**src/rtl/mlp_acc_requant_33s_18s.sv**
```systemverilog
// Neuron return path: accumulates LEN signed products onto a bias, rounds, saturates to OUT_WIDTH.
// Latency: last product accepted -> ROUND cycle -> out_valid in the following cycle (2 cycles).
// Backpressure: result held in HOLD until out_ready; prod_ready is low outside ACCUM.
//
// Ports:
//   clk, reset          rising-edge clock, asynchronous active-high reset
//   start, len, bias    begin a neuron (sampled in IDLE only); len/bias latched on start
//   prod_valid/prod     signed product stream; prod_ready high only while accumulating
//   out_valid/out_ready result handshake; dout = requantized result, sat = result clipped
//
// Build option: define MLP_ACC_RELU_EN to clamp negative rounded results to zero
// before saturation (the clamp does not set sat).
module mlp_acc_requant_33s_18s #(
  parameter int PROD_WIDTH = 33,
  parameter int OUT_WIDTH  = 18,
  parameter int ACC_WIDTH  = 42,
  parameter int FRAC_SHIFT = 8,
  parameter int CNT_WIDTH  = 10
) (
  input  logic                  clk,
  input  logic                  reset,
  input  logic                  start,
  input  logic [CNT_WIDTH-1:0]  len,
  input  logic [OUT_WIDTH-1:0]  bias,
  input  logic                  prod_valid,
  input  logic [PROD_WIDTH-1:0] prod,
  output logic                  prod_ready,
  output logic                  out_valid,
  input  logic                  out_ready,
  output logic [OUT_WIDTH-1:0]  dout,
  output logic                  sat
);

  typedef enum logic [1:0] {S_IDLE, S_ACCUM, S_ROUND, S_HOLD} state_t;

  // Representable OUT range, expressed at accumulator width for the compare.
  localparam logic signed [ACC_WIDTH-1:0] R_MAX    = ACC_WIDTH'((64'd1 << (OUT_WIDTH-1)) - 64'd1);
  localparam logic signed [ACC_WIDTH-1:0] R_MIN    = ~R_MAX;
  localparam logic signed [ACC_WIDTH-1:0] RND_HALF = ACC_WIDTH'(64'd1 << (FRAC_SHIFT-1));

  state_t                       state_q, state_d;
  logic signed [ACC_WIDTH-1:0]  acc_q, acc_d;
  logic [CNT_WIDTH-1:0]         cnt_q, cnt_d;
  logic [OUT_WIDTH-1:0]         dout_q, dout_d;
  logic                         sat_q, sat_d;

  logic signed [ACC_WIDTH-1:0]  bias_ext;
  logic signed [ACC_WIDTH-1:0]  prod_ext;
  logic signed [ACC_WIDTH-1:0]  rnd_sum;
  logic signed [ACC_WIDTH-1:0]  r_full;
  logic [OUT_WIDTH-1:0]         req_dout;
  logic                         req_sat;

  // Bias is Q.FRAC_SHIFT; products are Q.(2*FRAC_SHIFT), so the bias is aligned up.
  assign bias_ext = {{(ACC_WIDTH-OUT_WIDTH){bias[OUT_WIDTH-1]}}, bias} <<< FRAC_SHIFT;
  assign prod_ext = {{(ACC_WIDTH-PROD_WIDTH){prod[PROD_WIDTH-1]}}, prod};

  // Requantization: add half an output LSB then arithmetic shift (round half toward +inf).
  always_comb begin
    rnd_sum  = acc_q + RND_HALF;
    r_full   = rnd_sum >>> FRAC_SHIFT;
`ifdef MLP_ACC_RELU_EN
    if (r_full < 0) begin
      r_full = '0;
    end
`endif
    req_dout = r_full[OUT_WIDTH-1:0];
    req_sat  = 1'b0;
    if (r_full > R_MAX) begin
      req_dout = {1'b0, {(OUT_WIDTH-1){1'b1}}};
      req_sat  = 1'b1;
    end else if (r_full < R_MIN) begin
      req_dout = {1'b1, {(OUT_WIDTH-1){1'b0}}};
      req_sat  = 1'b1;
    end
  end

  always_comb begin
    state_d = state_q;
    acc_d   = acc_q;
    cnt_d   = cnt_q;
    dout_d  = dout_q;
    sat_d   = sat_q;
    case (state_q)
      S_IDLE: begin
        if (start) begin
          acc_d   = bias_ext;
          cnt_d   = len;
          state_d = (len == '0) ? S_ROUND : S_ACCUM;
        end
      end
      S_ACCUM: begin
        if (prod_valid) begin
          acc_d = acc_q + prod_ext;
          cnt_d = cnt_q - CNT_WIDTH'(1);
          if (cnt_q == CNT_WIDTH'(1)) begin
            state_d = S_ROUND;
          end
        end
      end
      S_ROUND: begin
        dout_d  = req_dout;
        sat_d   = req_sat;
        state_d = S_HOLD;
      end
      S_HOLD: begin
        if (out_ready) begin
          state_d = S_IDLE;
        end
      end
      default: state_d = S_IDLE;
    endcase
  end

  always_ff @(posedge clk or posedge reset) begin
    if (reset) begin
      state_q <= S_IDLE;
      acc_q   <= '0;
      cnt_q   <= '0;
      dout_q  <= '0;
      sat_q   <= 1'b0;
    end else begin
      state_q <= state_d;
      acc_q   <= acc_d;
      cnt_q   <= cnt_d;
      dout_q  <= dout_d;
      sat_q   <= sat_d;
    end
  end

  assign prod_ready = (state_q == S_ACCUM);
  assign out_valid  = (state_q == S_HOLD);
  assign dout       = dout_q;
  assign sat        = sat_q;

endmodule

```
**config.mk**
```make
export PLATFORM = sky130hd
export DESIGN_NAME = mlp_acc_requant_33s_18s
export DESIGN_NICKNAME = d
export VERILOG_FILES = /design/src/rtl/mlp_acc_requant_33s_18s.sv
export SDC_FILE = /design/constraint.sdc
export NUM_CORES = 1
export LEC_CHECK = 0
export CAP_MARGIN = 20
export CORE_MARGIN = 2
export CORE_UTILIZATION = 52
export CTS_BUF_LIST = sky130_fd_sc_hd__clkbuf_8
export DETAILED_ROUTE_END_ITERATION = 16
export PLACE_DENSITY = 0.77
export SLEW_MARGIN = 20
export SYNTH_ARGS = -nofsm -noshare
export SYNTH_HDL_FRONTEND = slang
export SYNTH_SLANG_ARGS = --single-unit
```
**constraint.sdc**
```tcl
create_clock -name clk -period 3 [get_ports clk]
set_clock_uncertainty 0.05 [all_clocks]
set_input_delay 0.45 -clock clk [delete_from_list [all_inputs] [get_ports clk]]
set_output_delay 0.45 -clock clk [all_outputs]
set_load 0.01 [all_outputs]
```
Word level (Yosys, flattened, before mapping)
Index checks and enable logic that the tools add are counted.
{"block": "op_classes", "muxes": 16, "n_lt_le_gt_ge": 2, "n_addsub": 3, "reduce_logical": 5, "eq_ne": 8}
{"cell": "2-to-1 mux 42 bit", "n": 2}
{"cell": "one-hot mux 42 bit (2 select lines)", "n": 1}
{"cell": "adder 42 x 33 -> 42 bit", "n": 1}
{"cell": "adder 42 x 9 -> 42 bit (second input constant)", "n": 1}
{"cell": "2-to-1 mux 18 bit", "n": 2}
{"cell": "greater-than comparator 34 x 18 -> 1 bit (second input constant)", "n": 1}
{"cell": "< comparator 34 x 18 -> 1 bit (second input constant)", "n": 1}
{"cell": "2-to-1 mux 10 bit", "n": 2}
{"cell": "one-hot mux 10 bit (2 select lines)", "n": 1}
{"cell": "== test 10 x 1 -> 1 bit (second input constant)", "n": 1}
{"cell": "logical NOT 10 bit", "n": 1}
{"cell": "2-to-1 mux 2 bit", "n": 5}
{"cell": "subtractor 10 x 1 -> 10 bit (second input constant)", "n": 1}
{"cell": "one-hot mux 2 bit (4 select lines)", "n": 1}
{"cell": "== test 2 bit (second input constant)", "n": 2}
{"cell": "!= test 2 x 1 -> 1 bit (second input constant)", "n": 2}
{"cell": "!= test 2 bit (second input constant)", "n": 2}
{"cell": "AND reduction 4 bit", "n": 1}
{"cell": "AND reduction 3 bit", "n": 1}
{"cell": "== test 2 x 1 -> 1 bit (second input constant)", "n": 1}
{"cell": "logical NOT 2 bit", "n": 1}
{"cell": "2-to-1 mux 1 bit", "n": 2}
{"cell": "nonzero test 2 bit", "n": 1}
{"block": "word_totals", "input_bits": 66, "reg_bits": 73, "word_cells": 39}

Depth between registers and ports, before layout
Gate-level depths: netlist of run 1.
{"block": "depth", "depth_word": 4, "mapped_depth": 13, "ltp_nobuf": 12}

Worst setup path before layout of run 1
No wires, ideal clock.
{"block": "synth_path", "path_kind": "input -> register", "startpoint": "in prod[0]", "endpoint": "reg acc_q[40]", "t_required_ps": 2864, "cell_stages": 11, "arrival_ps": 2982, "path_slack_ps": -118, "path_buffers": 0, "setup_ps": 86, "path_cell_list": "ha_1 fa_1 a21o_1 a221oi_1 o22a_1 o221a_2 o21ai_0 a41oi_1 o221ai_1 and4_1 nor3_1"}
{"block": "synth_via", "elab_chain_len": 3}
{"element": "from (decl)", "line": "26", "source": "input logic [PROD_WIDTH-1:0] prod,"}
{"element": "adder 42 x 33 -> 42 bit", "line": "94", "source": "acc_d = acc_q + prod_ext;"}
{"element": "2-to-1 mux 42 bit", "line": "93", "source": "if (prod_valid) begin"}
{"element": "one-hot mux 42 bit (2 select lines)", "line": "84", "source": "case (state_q)"}
{"element": "to (signal assigned)", "line": "118", "source": "acc_q <= '0;"}
{"element": "to (signal assigned)", "line": "124", "source": "acc_q <= acc_d;"}
{"element": "to (decl)", "line": "42", "source": "logic signed [ACC_WIDTH-1:0] acc_q, acc_d;"}
Every way passes these cells. The select of a mux whose other input is x is not followed.
A chain may end at the register's enable or synchronous reset.

Final worst setup path of run 1
{"block": "layout_path", "startpoint": "reg acc_q[4]", "endpoint": "reg acc_q[39]"}
{"block": "layout_via", "elab_chain_len": 3}
{"element": "adder 42 x 33 -> 42 bit", "line": "94"}
{"element": "2-to-1 mux 42 bit", "line": "93"}
{"element": "one-hot mux 42 bit (2 select lines)", "line": "84"}
Every way passes these cells. The select of a mux whose other input is x is not followed.

==> results of run 1 <==
[power groups by stage]
stage / Combinational [W] / Clock (W) / Sequential (W)
2_1_floorplan: 0.00394 / 0 / 0.00191
5_1_grt: 0.00764 / 0.00101 / 0.00206
6_report: 0.00707 / 0.000977 / 0.00199
3_3_place_gp: 0.00620 / 0 / 0.00193
4_1_cts: 0.00659 / 0.000978 / 0.00195
3_5_place_dp: 0.00645 / 0 / 0.00197
[flip-flops by register name, summed over array words and instances, names as in the netlist]
| register | flops |
|---|---|
| acc_q | 42 |
| dout | 18 |
| cnt_q | 10 |
| state_q | 2 |
| sat | 1 |
[repair_timing]
item / CTS / global route
setup endpoints to repair: 30 / 36
gates resized for setup: 18 / 37
endpoints found under the hold margin: 0 / 0
setup buffers: 2 / 4
pin swaps: 8 / 32
[per-layer routing]
metal,up-vias,part of all wire,GRT usage
met3,82,0.089,0.0477
met1,3357,0.41,0.435
met5,-,0,0
met2,430,0.46,0.521
li1,3236,-,-
met4,0,0.043,0.143
[tightest hold or removal path: cells and delay by family]
| family | cells | cell delay (ns) |
|---|---|---|
| AOI/OAI and AO/OA | 1 | 0.12 |
| buffers and inverters | 1 | 0.09 |
| adders and majority gates | 1 | 0.14 |
[cell families after synthesis]
family,share of synthesized area
and+or+nand+nor,0.188
AOI/OAI and AO/OA,0.284
DFF,0.294
buffers and inverters,0.0391
xor gates and xnor gates,0.0860
muxes,0.00644
adders and majority gates,0.102
[final timing paths]
path / cells after the start / slack, ns / startpoint / endpoint
min in group asynchronous: 3 / 0.45 / reset / dout[8]$_DFFE_PP0P_
setup / recovery: 11 / 0.02 / acc_q[4]$_DFFE_PP0P_ / acc_q[39]$_DFFE_PP0P_
hold / removal: 3 / 0.41 / prod[0] / acc_q[0]$_DFFE_PP0P_
hold reg to reg: 2 / 0.45 / acc_q[6]$_DFFE_PP0P_ / acc_q[6]$_DFFE_PP0P_
max in group asynchronous: 3 / 2.12 / reset / acc_q[16]$_DFFE_PP0P_
setup reg to reg: 11 / 0.02 / acc_q[4]$_DFFE_PP0P_ / acc_q[39]$_DFFE_PP0P_
[stage by stage]
step	hold WS [ns]	worst slack, ns	setup TNS [ns]
after floorplan	0.404	0.0326	0
after global placement	0.422	-0.477	-6.54
after detailed placement	0.435	-0.576	-9.79
after CTS	0.455	-0.0672	-0.0672
after global routing	0.443	-0.0777	-0.397
final	0.408	0.0196	0
[final cells by class]
cell class	count	area (µm²)	share of cell area
multi-input combinational	635	4410	0.508
clock buffer	9	124	0.0143
inverter	25	93.8	0.0108
tap	143	179	0.0206
timing repair buffer	223	1920	0.222
sequential	73	1830	0.211
clock inverter	7	119	0.0137
[layout by cell type (no fill, tap or decap), drive strengths merged, types with 20 or more instances in the layout]
cell	n
a21o	25
a21oi	103
buf	137
clkdlybuf4s50	82
dfrtp	73
ha	49
inv	25
nand2	59
nand3	31
nor2	75
nor3	20
o21ai	57
o22ai	22
xnor2	27
xor2	34
==> metrics.cfg, run 1 <==
[outcome]
status=complete, no violations

[sta]
fin_crit_ns=2.98
rsz0062_at_grt=true
slew_viol_final=0
worst_slew_pin_slew_ns=0.705
finalCritPeriodShare=0.993
setup_viol=0
max_slew_margin=0.528
hold_violations=0
fmax_ghz=0.336

[synthesis]
syn_nets=881
netlist_instances=765
synth-edff-count=0
yosysMostFrequentCell=a21oi_1
syn_avg_cell_area_um2=8.12
ys_async_sr_fraction=1.00
ys_top_cells_by_area=dfrtp_1, ha_1, a21oi_1
synthTopCellsByCount=a21oi_1, nor2_1, dfrtp_1
synthFlopType=dfrtp_1
synth.cell_area_um2=6210
ys_ff_latch=73
yosys_warnings=0
yosys.area.top_type=dfrtp_1
seq_area_frac_synth=0.294
synth_top_area_frac=0.294
yosysUniqueCellTypes=63

[floorplan]
die-area_um2=12800
fp.dieH_um=113
io_pins=87
die_w_um=113
core_um2=11500
start_util=0.540
rows=39

[power]
p_int_w=0.00529
power_leakage_nw=3.77
ir_drop_mv=0.586
power-per-cell-area_nw_per_um2=1160
sw_frac_of_total=0.473
clock_power_share=0.097
p_seq_frac=0.199
p_total_w=0.0100
p_switching_w=0.00475
comb_power_share=0.704

[cts]
clock-root-buffer=clkbuf_8
htree_levels=3
cts_sinks=73
clock_path_buffers=2
holdBufCountCts=0
clkTransAtPathRegs_ns=0.09
cts_tree=built
insertion_delay_ns=0.38
cts_made_buffers=9

[layout]
drive_above_1_share=0.213
diodes=0
nets=1083
syn2layout_area_growth_pct=39.7
final_area_um2=8680
fin_cells=1115
utilization=0.754
fill_cells=825

[grt]
grt_max_degree=74
grt_use_total=0.324
grt_pass1_vias=6720
antenna_found_initial=0
grt_pass1_wl_mm=33.0
grt.overflow.total=0

[setup_path]
slowest_delay_ns=0.44
crit_chain=ha_4, a21o_1, o21bai_1, o221a_2, a21bo_2, a41o_1, a211oi_2, o21ai_2, a311oi_2, xor2_1, a21oi_1
crit_buf_inv=0
crit_family=compound AO/OA/AOI/OAI gates
slowest_stage=dfrtp_1
cp_max_fo=3
worstSetupPathType=reg -> reg
endpoint_kind=flop
crit_required_ns=3.19
startpoint_type=flop
arrival_ns=3.17

[routing]
totalWireLength_mm=21.5
ant_nets=0
drt-pass1-iter-count=5
routed_via_density=6.37
dr_total_vias=7105
drcViolationCount=0
wire_per_inst_um=19.3
drt_iter0_markers=716

[hold_path]
hold_path.class=in -> reg

[place]
dp_cells=1093
port_buffers=86
gp_congestion=1.06
postPlaceCellArea_um2=8130
hpwlAfterDp_mm=15.7

[job]
drv_cap=0

(Power assumes the default switching activity.)
==> run 2: changes to the inputs <==
--- a/config.mk
+++ b/config.mk
@@ -7,10 +7,9 @@
 export LEC_CHECK = 0
 export CAP_MARGIN = 20
 export CORE_MARGIN = 2
-export CORE_UTILIZATION = 52
-export CTS_BUF_LIST = sky130_fd_sc_hd__clkbuf_8
+export CORE_UTILIZATION = 25
 export DETAILED_ROUTE_END_ITERATION = 16
-export PLACE_DENSITY = 0.77
+export PLACE_DENSITY = 0.41
 export SLEW_MARGIN = 20
 export SYNTH_ARGS = -nofsm -noshare
 export SYNTH_HDL_FRONTEND = slang
==> metrics.cfg, run 2 (synthesized netlist as in run 1, its figures left out) <==
[cts]
cts_sinks=73  ; unchanged
clock-root-buffer=clkbuf_16  ; was clkbuf_8
htree_levels=3  ; unchanged
cts_made_buffers=9  ; unchanged
cts_tree=built  ; unchanged
clkTransAtPathRegs_ns=0.06  ; was 0.09 ns
insertion_delay_ns=0.34  ; was 0.38 ns
clock_path_buffers=2  ; unchanged

[routing]
drt-pass1-iter-count=5  ; unchanged
totalWireLength_mm=22.8  ; was 21.5 mm
ant_nets=0  ; unchanged
drt_iter0_markers=240  ; was 716
dr_total_vias=6516  ; was 7105
drcViolationCount=0  ; unchanged
routed_via_density=4.97  ; was 6.37
wire_per_inst_um=17.4  ; was 19.3 µm

[setup_path]
reg2regPathDepth=14  ; was 11
endpoint_kind=flop  ; unchanged
slowest_stage=dfrtp_1  ; unchanged
slowest_delay_ns=0.41  ; was 0.44 ns
r2r_start=acc_q[0]$_DFFE_PP0P_  ; was acc_q[4]$_DFFE_PP0P_
cp.depth=14  ; was 11
startpoint=acc_q[0]$_DFFE_PP0P_  ; was acc_q[4]$_DFFE_PP0P_
crit_family=compound AO/OA/AOI/OAI gates  ; unchanged
cp_max_fo=3  ; unchanged
crit_required_ns=3.16  ; was 3.19 ns
startpoint_type=flop  ; unchanged
arrival_ns=3.09  ; was 3.17 ns
crit_chain=ha_4, fa_2, a21o_1, a221oi_2, o22a_1, o221a_4, buf_4, buf_6, nand2b_4, nand2_2, a21oi_2, nor2b_1, o41ai_2, o21ai_1  ; was ha_4, a21o_1, o21bai_1, o221a_2, a21bo_2, a41o_1, a211oi_2, o21ai_2, a311oi_2, xor2_1, a21oi_1
crit_buf_inv=2  ; was 0
worstSetupPathType=reg -> reg  ; unchanged

[power]
power-per-cell-area_nw_per_um2=1140  ; was 1160 nW/µm²
comb_power_share=0.686  ; was 0.704
p_int_w=0.00572  ; was 0.00529 W
ir_drop_mv=0.433  ; was 0.586 mV
p_seq_frac=0.192  ; was 0.199
sw_frac_of_total=0.454  ; was 0.473
clock_power_share=0.122  ; was 0.097
power_leakage_nw=3.90  ; was 3.77 nW
p_switching_w=0.00475  ; about the same

[grt]
antenna_found_initial=0  ; unchanged
grt_use_total=0.178  ; was 0.324
grt_pass1_vias=6471  ; was 6720
grt_pass1_wl_mm=36.4  ; was 33.0 mm
grt_max_degree=35  ; was 74
grt.overflow.total=0  ; unchanged

[place]
dp_cells=1288  ; was 1093
gp_congestion=0.822  ; was 1.06
port_buffers=86  ; unchanged
hpwlAfterDp_mm=18.0  ; was 15.7 mm
postPlaceCellArea_um2=8480  ; was 8130 µm²

[floorplan]
fp.dieH_um=162  ; was 113 µm
die-area_um2=26100  ; was 12800 µm²
rows=57  ; was 39
io_pins=87  ; unchanged
die_w_um=162  ; was 113 µm
start_util=0.255  ; was 0.540
core_um2=24400  ; was 11500 µm²

[sta]
hold_violations=0  ; unchanged
fmax_ghz=0.341  ; was 0.336 GHz
hold_slack_ns=0.446  ; was 0.408 ns
setup_viol=0  ; unchanged
max_slew_margin=0.465  ; was 0.528
fin_crit_ns=2.93  ; was 2.98 ns
slew_viol_final=0  ; unchanged
finalCritPeriodShare=0.977  ; was 0.993
worst_slew_pin_slew_ns=0.803  ; was 0.705 ns
rsz0062_at_grt=true  ; unchanged

[job]
drv_cap=0  ; unchanged

[layout]
diodes=0  ; unchanged
drive_above_1_share=0.229  ; was 0.213
utilization=0.376  ; was 0.754
syn2layout_area_growth_pct=47.4  ; was 39.7%
layout_commonest_cell=buf_4  ; unchanged
final_area_um2=9160  ; was 8680 µm²
largest_reg_flops=42  ; unchanged
nets=1099  ; was 1083
layout_common_cells=buf_4, a21oi_1, clkdlybuf4s50_1  ; unchanged
fin_cells=1312  ; was 1115
largest_register=acc_q  ; unchanged

[hold_path]
hold_path.class=in -> async  ; was in -> reg

[outcome]
status=complete, no violations  ; unchanged

run 2: changes by cell type in the layout (fill, tap and decap cells not counted), sizes merged:
cell,before,now
dlygate4sd2,1,7
inv,25,24
clkbuf,9,11
clkinvlp,2,1
dlymetal6s2s,3,0
buf,137,153
clkdlybuf4s50,82,79
run 2: timing repair:
action | CTS | global route
pin swaps | 26 | 22
gates resized for setup | 39 | 19
setup endpoints to repair | 15 | 35
setup buffers | 5 | 3
hold buffers | 0 | 0
run 2: layout make-up:
cell class	instances	area (µm²)
multi-input cells	635	4440
flip-flops and latches	73	1830
clock buffers	11	243
well taps	324	405
clock inverters	5	103
inverters	25	95.1
repair buffers	239	2050
fillers	2527	15200
run 2: power groups by stage:
stage	Sequential, W	Clock, W	Combinational, W
after floorplan	0.00191	0	0.00394
after global routing	0.00208	0.00135	0.00797
final	0.00201	0.00128	0.00718
after detailed placement	0.00200	0	0.00674
after global placement	0.00200	0	0.00676
after CTS	0.00200	0.00132	0.00703
run 2: final timing paths:
| check | to | slack (ns) |
|---|---|---|
| setup / recovery | acc_q[22]$_DFFE_PP0P_ | 0.07 |
| hold / removal | cnt_q[2]$_DFFE_PP0P_ | 0.45 |
| setup reg to reg | acc_q[22]$_DFFE_PP0P_ | 0.07 |
| hold reg to reg | dout[11]$_DFFE_PP0P_ | 0.45 |
| max in group asynchronous | acc_q[30]$_DFFE_PP0P_ | 1.73 |
| min in group clk | dout[11]$_DFFE_PP0P_ | 0.45 |
run 2: routing by layer:
layer,up-vias,wire [µm],global-route usage
met2,138,9770,0.269
met5,-,0,0
met1,3078,12000,0.269
met3,17,780,0.0186
li1,3283,-,-
met4,0,288,0.0442
run 2: through the flow:
stage	power (W)	worst slack, ns	TNS [ns]
final	0.0105	0.0680	0
after global routing	0.0114	-0.0660	-0.152
after CTS	0.0103	-0.000331	-0.000331
after detailed placement	0.00875	-0.723	-9.86
after global placement	0.00876	-0.648	-8.80
after floorplan	0.00585	0.0326	0
